$ cat config.mk
export PLATFORM = sky130hd
export DESIGN_NAME = freq_meter
export DESIGN_NICKNAME = d
export VERILOG_FILES = /design/src/rtl/freq_meter.sv
export SDC_FILE = /design/constraint.sdc
export NUM_CORES = 1
export LEC_CHECK = 0
export BUFFER_PORTS_ARGS = -buffer_cell sky130_fd_sc_hd__buf_2
export CELL_PAD_IN_SITES_DETAIL_PLACEMENT = 0
export CELL_PAD_IN_SITES_GLOBAL_PLACEMENT = 1
export CORE_AREA = 2 2 100 102
export CTS_CLUSTER_DIAMETER = 100
export CTS_CLUSTER_SIZE = 10
export DETAILED_ROUTE_END_ITERATION = 10
export DIE_AREA = 0 0 102 104
export PLACE_DENSITY = 0.81
export SLEW_MARGIN = 20
export SYNTH_ARGS = -nofsm -noshare
export SYNTH_HDL_FRONTEND = slang
export SYNTH_SLANG_ARGS = --single-unit
export TNS_END_PERCENT = 20
$ cat constraint.sdc
create_clock -name i_clk -period 5.3 [get_ports i_clk]
set_clock_uncertainty 0.15 [all_clocks]
set_input_delay 1.06 -clock i_clk [delete_from_list [all_inputs] [get_ports i_clk]]
set_output_delay 1.06 -clock i_clk [all_outputs]
set_load 0.005 [all_outputs]
$ cat src/rtl/freq_meter.sv
// ============================================================================
// freq_meter : counts rising edges of an asynchronous input per gate window
// Optional macro FREQ_METER_SYNC3_EN selects a 3-flop input synchronizer.
// Rev 1.0
// ============================================================================
`default_nettype none

module freq_meter #(
  parameter int unsigned CLOCK_HZ    = 50_000_000,
  parameter int unsigned GATE_CYCLES = CLOCK_HZ,
  parameter int unsigned WIDTH       = 32
) (
  input  logic             i_clk,
  input  logic             i_rst_n,
  input  logic             i_sig,
  input  logic             i_enable,
  input  logic             i_ready,
  output logic [WIDTH-1:0] o_count,
  output logic             o_valid,
  output logic             o_overflow,
  output logic             o_overrun
);

`ifdef FREQ_METER_SYNC3_EN
  localparam int unsigned SYNC_STAGES = 3;
`else
  localparam int unsigned SYNC_STAGES = 2;
`endif

  localparam logic [31:0]      GATE_LAST = 32'(GATE_CYCLES - 1);
  localparam logic [WIDTH-1:0] EDGE_MAX  = '1;

  typedef enum logic [0:0] {
    IDLE = 1'b0,
    GATE = 1'b1
  } state_t;

  state_t                 state_q, state_d;
  logic [SYNC_STAGES-1:0] sync_q;
  logic                   hist_q;
  logic [31:0]            gate_q, gate_d;
  logic [WIDTH-1:0]       edge_q, edge_d;
  logic                   sat_q, sat_d;
  logic [WIDTH-1:0]       count_q, count_d;
  logic                   valid_q, valid_d;
  logic                   ovf_q, ovf_d;
  logic                   overrun_q, overrun_d;

  logic                   rise;
  logic                   active;
  logic                   win_end;
  logic                   edge_full;
  logic [WIDTH-1:0]       edge_next;
  logic                   sat_next;

  assign rise      = sync_q[SYNC_STAGES-1] & ~hist_q;
  assign active    = (state_q == GATE) && i_enable;
  assign win_end   = active && (gate_q == GATE_LAST);
  assign edge_full = (edge_q == EDGE_MAX);
  // Saturation means an edge was lost: a rise arrived with the counter already full.
  assign edge_next = (rise && !edge_full) ? edge_q + 1'b1 : edge_q;
  assign sat_next  = sat_q | (rise & edge_full);

  always_comb begin
    state_d   = state_q;
    gate_d    = '0;
    edge_d    = '0;
    sat_d     = 1'b0;
    count_d   = count_q;
    valid_d   = valid_q;
    ovf_d     = ovf_q;
    overrun_d = overrun_q;

    case (state_q)
      IDLE: if (i_enable)  state_d = GATE;
      GATE: if (!i_enable) state_d = IDLE;
    endcase

    if (active && !win_end) begin
      gate_d = gate_q + 32'd1;
      edge_d = edge_next;
      sat_d  = sat_next;
    end

    // A load wins over a consume, so a same-cycle handshake keeps o_valid high.
    if (win_end) begin
      count_d = edge_next;
      ovf_d   = sat_next;
      valid_d = 1'b1;
      if (valid_q && !i_ready) overrun_d = 1'b1;
    end else if (valid_q && i_ready) begin
      valid_d = 1'b0;
    end
  end

  always_ff @(posedge i_clk or negedge i_rst_n) begin
    if (!i_rst_n) begin
      state_q   <= IDLE;
      sync_q    <= '0;
      hist_q    <= 1'b0;
      gate_q    <= '0;
      edge_q    <= '0;
      sat_q     <= 1'b0;
      count_q   <= '0;
      valid_q   <= 1'b0;
      ovf_q     <= 1'b0;
      overrun_q <= 1'b0;
    end else begin
      state_q   <= state_d;
      sync_q    <= {sync_q[SYNC_STAGES-2:0], i_sig};
      hist_q    <= sync_q[SYNC_STAGES-1];
      gate_q    <= gate_d;
      edge_q    <= edge_d;
      sat_q     <= sat_d;
      count_q   <= count_d;
      valid_q   <= valid_d;
      ovf_q     <= ovf_d;
      overrun_q <= overrun_d;
    end
  end

  assign o_count    = count_q;
  assign o_valid    = valid_q;
  assign o_overflow = ovf_q;
  assign o_overrun  = overrun_q;

endmodule

`default_nettype wire

==> results of run 1 <==
-- metrics by stage --
stage	cell area (um^2)	worst slack, ps
after floorplan	4680	2990
after global placement	5000	2350
after detailed placement	5000	2320
after CTS	5190	2300
after global routing	5210	2220
final	5210	2470
-- layout by cell type, fill, tap and decap left out, types with 3 or more instances in the layout --
cell | synthesis | final
and3_1 | 6 | 6
or4_1 | 3 | 3
buf_2 | 3 | 38
a21oi_1 | 5 | 5
nor3_1 | 13 | 13
nand4_1 | 15 | 15
nand2_1 | 64 | 64
nor2_1 | 91 | 91
dfrtp_1 | 104 | 104
and4_1 | 3 | 3
buf_4 | 0 | 4
or3_1 | 3 | 3
xnor2_1 | 39 | 39
nor4_1 | 13 | 13
o21ai_0 | 33 | 33
inv_1 | 9 | 9
xor2_1 | 19 | 19
clkbuf_8 | 0 | 11
nand3_1 | 24 | 23
-- registers in the layout, summed over array words and instances, names as in the netlist, 2 cells and up --
name / count
edge_q: 32
gate_q: 32
sync_q: 2
o_count: 32
-- cell type report --
class	count	area [um^2]	share of cell area, %
clock buffers	13	159	3.05
clock inverters	3	25.0	0.480
inverters	9	33.8	0.648
multi-input cells	355	1990	38.1
flip-flops and latches	104	2600	49.9
well taps	133	166	3.19
repair buffers	43	240	4.61
-- final timing paths --
path | to | slack (ps) | depth (start not counted)
max | gate_q[30]$_DFF_PN0_ | 2470 | 7
min | sync_q[1]$_DFF_PN0_ | 210 | 0
max reg2reg | gate_q[30]$_DFF_PN0_ | 2470 | 7
min reg2reg | sync_q[1]$_DFF_PN0_ | 210 | 0
max in group asynchronous | gate_q[16]$_DFF_PN0_ | 3370 | 2
min in group asynchronous | o_count[9]$_DFFE_PN0P_ | 610 | 1
-- where the power goes --
group / total, mW / switching (mW) / internal (mW)
Sequential: 0.797 / 0.00197 / 0.795
Combinational: 0.0330 / 0.0260 / 0.00695
Clock: 0.465 / 0.265 / 0.200
Total: 1.29 / 0.293 / 1.00
-- cell families (layout without fill, tap and decap cells) --
| family | after synthesis | in the layout |
|---|---|---|
| adder cells (fa/ha/maj) | 2 | 2 |
| buffers and inverters | 25 | 68 |
| XOR/XNOR | 59 | 59 |
| AO/OA/AOI/OAI | 45 | 45 |
| AND/OR/NAND/NOR | 249 | 249 |
| flip-flops | 104 | 104 |
-- routing by layer --
layer,track usage [%],part of all wire (%)
met1,26.6,47
met2,29.1,47
met3,3.76,4.0
met4,5.90,1.4
met5,0,0
==> flow_metrics.tcl, run 1 <==
set metrics [dict create \
    grt_pass1_wl_um 15800 \
    first_pass_iters 6 \
    antenna_cells 0 \
    crit_arrival_ps 2940 \
    nFillCells 936 \
    synth.distinct_cells 38 \
    post_cts_buffers 0 \
    hold_viol 0 \
    cts_tree "yes" \
    synth-main-ff-cell "dfrtp_1" \
    finalMaxSlewViolations 0 \
    yosys-top-cells-count "104 x dfrtp_1, 91 x nor2_1, 64 x nand2_1, 39 x xnor2_1, 33 x o21ai_0" \
    drive_gt1_share_pct 12.7 \
    critPathRequiredTime_ps 5410 \
    dieArea_um2 10600 \
    min_from "sync_q[0]$_DFF_PN0_" \
    antenna_left 0 \
    wl_per_cell_um 13.9 \
    yosysTopAreaCell "dfrtp_1" \
    synth_edf_count 0 \
    wirelength_um 9170 \
    crit_chain "ha_1, nand2_1, nor4_1, nand4_1, nor2_1, xnor2_1, nor2_1" \
    viasPerCell 5.25 \
    setup_viol 0 \
    worst_pin_slew_ps 1030 \
    max_slew_margin_pct 31.0 \
    utilization_pct 54.6 \
    grt_usage_pct 18.8 \
    detail_route.iter0.violations 117 \
    die_w_um 102 \
    cpPeakStageDelay_ps 870 \
    synth_top_family_by_area "simple AND/OR/NAND/NOR gates" \
    synth-compound-area-share_pct 5.16 \
    fin_cells 660 \
    synthXorXnorAreaFrac_pct 11.2 \
    cts_sinks 104 \
    synthCells 484 \
    syn_avg_cell_area_um2 9.66 \
    hp-class "register to register" \
    drv_cap 0 \
    cp_top_family "simple AND/OR/NAND/NOR gates" \
    start_kind "register" \
    reg2reg_from "gate_q[0]$_DFF_PN0_" \
    nets 529 \
    rsz0062_at_grt "no" \
    fp.coreArea_um2 9550 \
    yosysTopAreaCellShare_pct 55.6 \
    post-synth-top-count-cell "dfrtp_1" \
    h-tree-depth 3 \
    critPathLaunch "gate_q[0]$_DFF_PN0_" \
    ys_seq_area_share_pct 55.6 \
    cts_resized 0 \
    vias 3462 \
    clock_tree.root_cell "clkbuf_8" \
    place_inst 643 \
    clk_pin_slew_ps 100 \
    totalPowerFinal_mw 1.29 \
    synthMuxAreaShare_pct 0 \
    die_h_um 104 \
    synth-adder-area-share_pct 0.535 \
    ios 40 \
    synthTopCellsByArea "dfrtp_1 56%, nor2_1 7.3%, xnor2_1 7.3%, nand2_1 5.1%, xor2_1 3.6%" \
    async_reset_ff_share_pct 100 \
    holdBufCountCts 0 \
    grt_overflow 0 \
    p_leak_nw 2.19 \
    yosys.area_share.simple_pct 25.2 \
    critPathMostFrequentCell "nor2_1" \
    crit_type "register to register" \
    max_freq_ghz 0.353 \
    io_buffers 39 \
    period_share_pct 53.4 \
    yosysWarnings 0 \
    syn_to_final_growth_pct 11.4 \
    syn_nets 491 \
    tns_ps 0 \
    hold_ws_ps 209 \
    cp_num_buf_inv 0 \
    ys_ff_latch 104 \
    grt_pass1_vias 3238 \
    rows 36 \
    crit_path_end_kind "register" \
    critPathMaxFanout 6 \
    place_hpwl_um 6270 \
    synth_area_um2 4680 \
    powerDensity_nw_per_um2 248 \
    cts_buffers 9 \
    period_needed_ps 2830 \
    gp_congestion 0.786 \
    clk_latency_ps 370 \
    drc 0 \
    status "finished clean" \
    crit_slowest_cell "nor4_1" \
    start_util_pct 49.0 \
    grt_max_degree 68 \
    antenna_found_initial 0 \
    max-vdd-ir-drop_v 0.000112 \
    clock_path_buffers 2 \
]
No activity file was read; power rests on OpenSTA's default activity.
==> run 2: changes to the inputs <==
ABC_AREA = 1   (was default)
CORE_AREA = 2 2 122 124   (was 2 2 100 102)
DIE_AREA = 0 0 124 126   (was 0 0 102 104)
PLACE_DENSITY = 0.72   (was 0.81)
clock period = 2.54 ns   (was 5.3 ns; I/O delays follow)
==> run 2 against run 1 <==
  * The run now ends with negative hold slack left
  * Non-clock buffer count up 3
  * Maximum frequency increased by 33%
  * Sequential share of layout area fell by 8.9 points
  * Global-route usage rose by 0.52 points
  * Via count up 39%
  * Sequential power up 110%
  * Cell count rose by 51%
  * Flip-flop and latch count unchanged
  * Register-to-register slack lost 2100 ps
  * Core utilization decreased by 10 points
  * Critical path depth up 5
  * Critical endpoint is now o_count[3]$_DFFE_PN0P_
==> flow_metrics.tcl, run 2 <==
set metrics [dict create \
    max-vdd-ir-drop_v 0.000314 \
    rsz0062_at_grt "no" \
    yosysTopAreaCell "dfrtp_1" \
    viasPerCell 4.83 \
    synth-compound-area-share_pct 3.68 \
    final.setup.worst_slack_ps 413 \
    status "complete, but fails checks" \
    cts_sinks 104 \
    synth_top_family_by_area "simple AND/OR/NAND/NOR gates" \
    yosys-top-cells-count "254 x nand2_1, 124 x nor2_1, 104 x dfrtp_1, 80 x inv_1, 61 x nand3_1" \
    io_buffers 39 \
    critPathMaxFanout 11 \
    die_h_um 126 \
    yosys.area_share.simple_pct 38.6 \
    synthMuxAreaShare_pct 0 \
    drv_cap 0 \
    setup_viol 0 \
    hp-class "input pin to asynchronous set/reset pin" \
    period_needed_ps 2130 \
    clock_path_buffers 2 \
    cpPeakStageDelay_ps 410 \
    syn_nets 773 \
    max_slew_margin_pct 68.0 \
    die_w_um 124 \
    antenna_found_initial 0 \
    violations "negative hold slack" \
    gp_congestion 0.886 \
    powerDensity_nw_per_um2 519 \
    cts_buffers 9 \
    max_freq_ghz 0.470 \
    dieArea_um2 15600 \
    drc 0 \
    finalMaxSlewViolations 0 \
    ys_seq_area_share_pct 46.1 \
    fin_cells 995 \
    rows 44 \
    yosysTopAreaCellShare_pct 46.1 \
    utilization_pct 44.3 \
    antenna_left 0 \
    r2r_setup_slack_ps 410 \
    synthXorXnorAreaFrac_pct 3.26 \
    synth_area_um2 5650 \
    start_kind "register" \
    cts_resized 0 \
    syn_to_final_growth_pct 12.2 \
    clock_tree.root_cell "clkbuf_16" \
    crit_chain "ha_1, nand2_1, nor2_1, nand2_1, nor2_2, nand2_2, nand2_2, inv_1, nand2_1, nand2_1, nand2_1, nand2_1" \
    first_pass_iters 4 \
    p_leak_nw 2.95 \
    place_inst 979 \
    yosysWarnings 0 \
    place_hpwl_um 10200 \
    final_common_cell "nand2_1" \
    detail_route.iter0.violations 323 \
    crit_type "register to register" \
    clk_latency_ps 360 \
    period_share_pct 83.7 \
    fp.coreArea_um2 14300 \
    hold_viol 4 \
    clk_pin_slew_ps 70 \
    synth-main-ff-cell "dfrtp_1" \
    wl_per_cell_um 13.8 \
    async_reset_ff_share_pct 100 \
    drive_gt1_share_pct 12.7 \
    synth-adder-area-share_pct 0.443 \
    post_dp_cell_area_um2 6010 \
    wirelength_um 13700 \
    synthTopCellsByArea "dfrtp_1 46%, nand2_1 17%, nor2_1 8.2%, nand3_1 5.4%, inv_1 5.3%" \
    tns_ps 0 \
    ios 40 \
    syn_avg_cell_area_um2 7.37 \
    ys_ff_latch 104 \
    antenna_cells 0 \
    h-tree-depth 3 \
    critPathMostFrequentCell "nand2_1" \
    nFillCells 1511 \
    synthCells 766 \
    grt_pass1_vias 4874 \
    grt_overflow 0 \
    nets 813 \
    start_util_pct 39.4 \
    final_area_um2 6340 \
    totalPowerFinal_mw 3.29 \
    synth_edf_count 0 \
    final_cell_mix "254 x nand2_1, 124 x nor2_1, 104 x dfrtp_1" \
    post-synth-top-count-cell "nand2_1" \
    worst_pin_slew_ps 480 \
    crit_slowest_cell "dfrtp_1" \
    post_cts_buffers 0 \
    crit_path_end_kind "register" \
    crit_arrival_ps 2230 \
    vias 4808 \
    synth.distinct_cells 34 \
    grt_max_degree 73 \
    holdBufCountCts 0 \
    hold_ws_ps -8.73 \
    grt_usage_pct 19.3 \
    cts_tree "yes" \
    dp_slack_ps 390 \
    critPathRequiredTime_ps 2640 \
    grt_pass1_wl_um 23500 \
]
==> run 2: cell count changes after synthesis, sizes merged, moves of 4 or more <==
cell    change
xnor2      -34
nor3        +6
o21ai      -17
nor2       +44
xor2        -4
inv        +74
or4         -4
nor4       -13
a21oi       +6
nand3      +38
buf        +13
nand2     +199
clkbuf     -12
and3        -6
==> run 2: layout make-up <==
| class | count | area (um^2) | area share [%] |
|---|---|---|---|
| sequential | 104 | 2600 | 41.1 |
| tap | 184 | 230 | 3.63 |
| inverter | 83 | 314 | 4.96 |
| clock buffer | 9 | 225 | 3.55 |
| clock inverter | 7 | 105 | 1.66 |
| timing repair buffer | 46 | 263 | 4.15 |
| multi-input combinational | 562 | 2600 | 41.0 |
==> run 2: final timing paths <==
path / from / end / depth (start not counted)
max: edge_q[0]$_DFF_PN0_ / o_count[3]$_DFFE_PN0P_ / 12
min in group i_clk: i_sig / sync_q[0]$_DFF_PN0_ / 1
max reg2reg: edge_q[0]$_DFF_PN0_ / o_count[3]$_DFFE_PN0P_ / 12
max in group asynchronous: i_rst_n / edge_q[27]$_DFF_PN0_ / 2
min: i_rst_n / o_count[10]$_DFFE_PN0P_ / 2
min reg2reg: sync_q[0]$_DFF_PN0_ / sync_q[1]$_DFF_PN0_ / 0
==> run 2: critical path: cells and delay by family, from the launching register on <==
family        cells  cell delay [ps]
buf+inv           1              180
fa+ha+maj         1              230
simple gates     10             1040
flops             1              410
==> run 2: layer usage <==
metal,vias to the layer above,GRT usage (%),part of all wire (%),wire length (um)
met1,2266,23.5,44,6000
met4,0,7.93,2.5,342
met2,51,34.1,52,7140
met3,20,2.58,1.7,231
li1,2471,-,-,-
met5,-,0,0,0
==> run 2: kinds of logic (layout without fill, tap and decap cells) <==
logic type / Yosys count / after routing
and+or+nand+nor: 507 / 507
DFF: 104 / 104
buffers and inverters: 100 / 145
AOI/OAI and AO/OA: 32 / 32
xor gates and xnor gates: 21 / 21
adders and majority gates: 2 / 2
==> run 2: where the power goes <==
group	leakage, nW	internal [mW]	switching [mW]
Sequential	1.44	1.66	0.00320
Clock	0.158	0.876	0.671
Combinational	1.35	0.0148	0.0657
Total	2.95	2.55	0.740
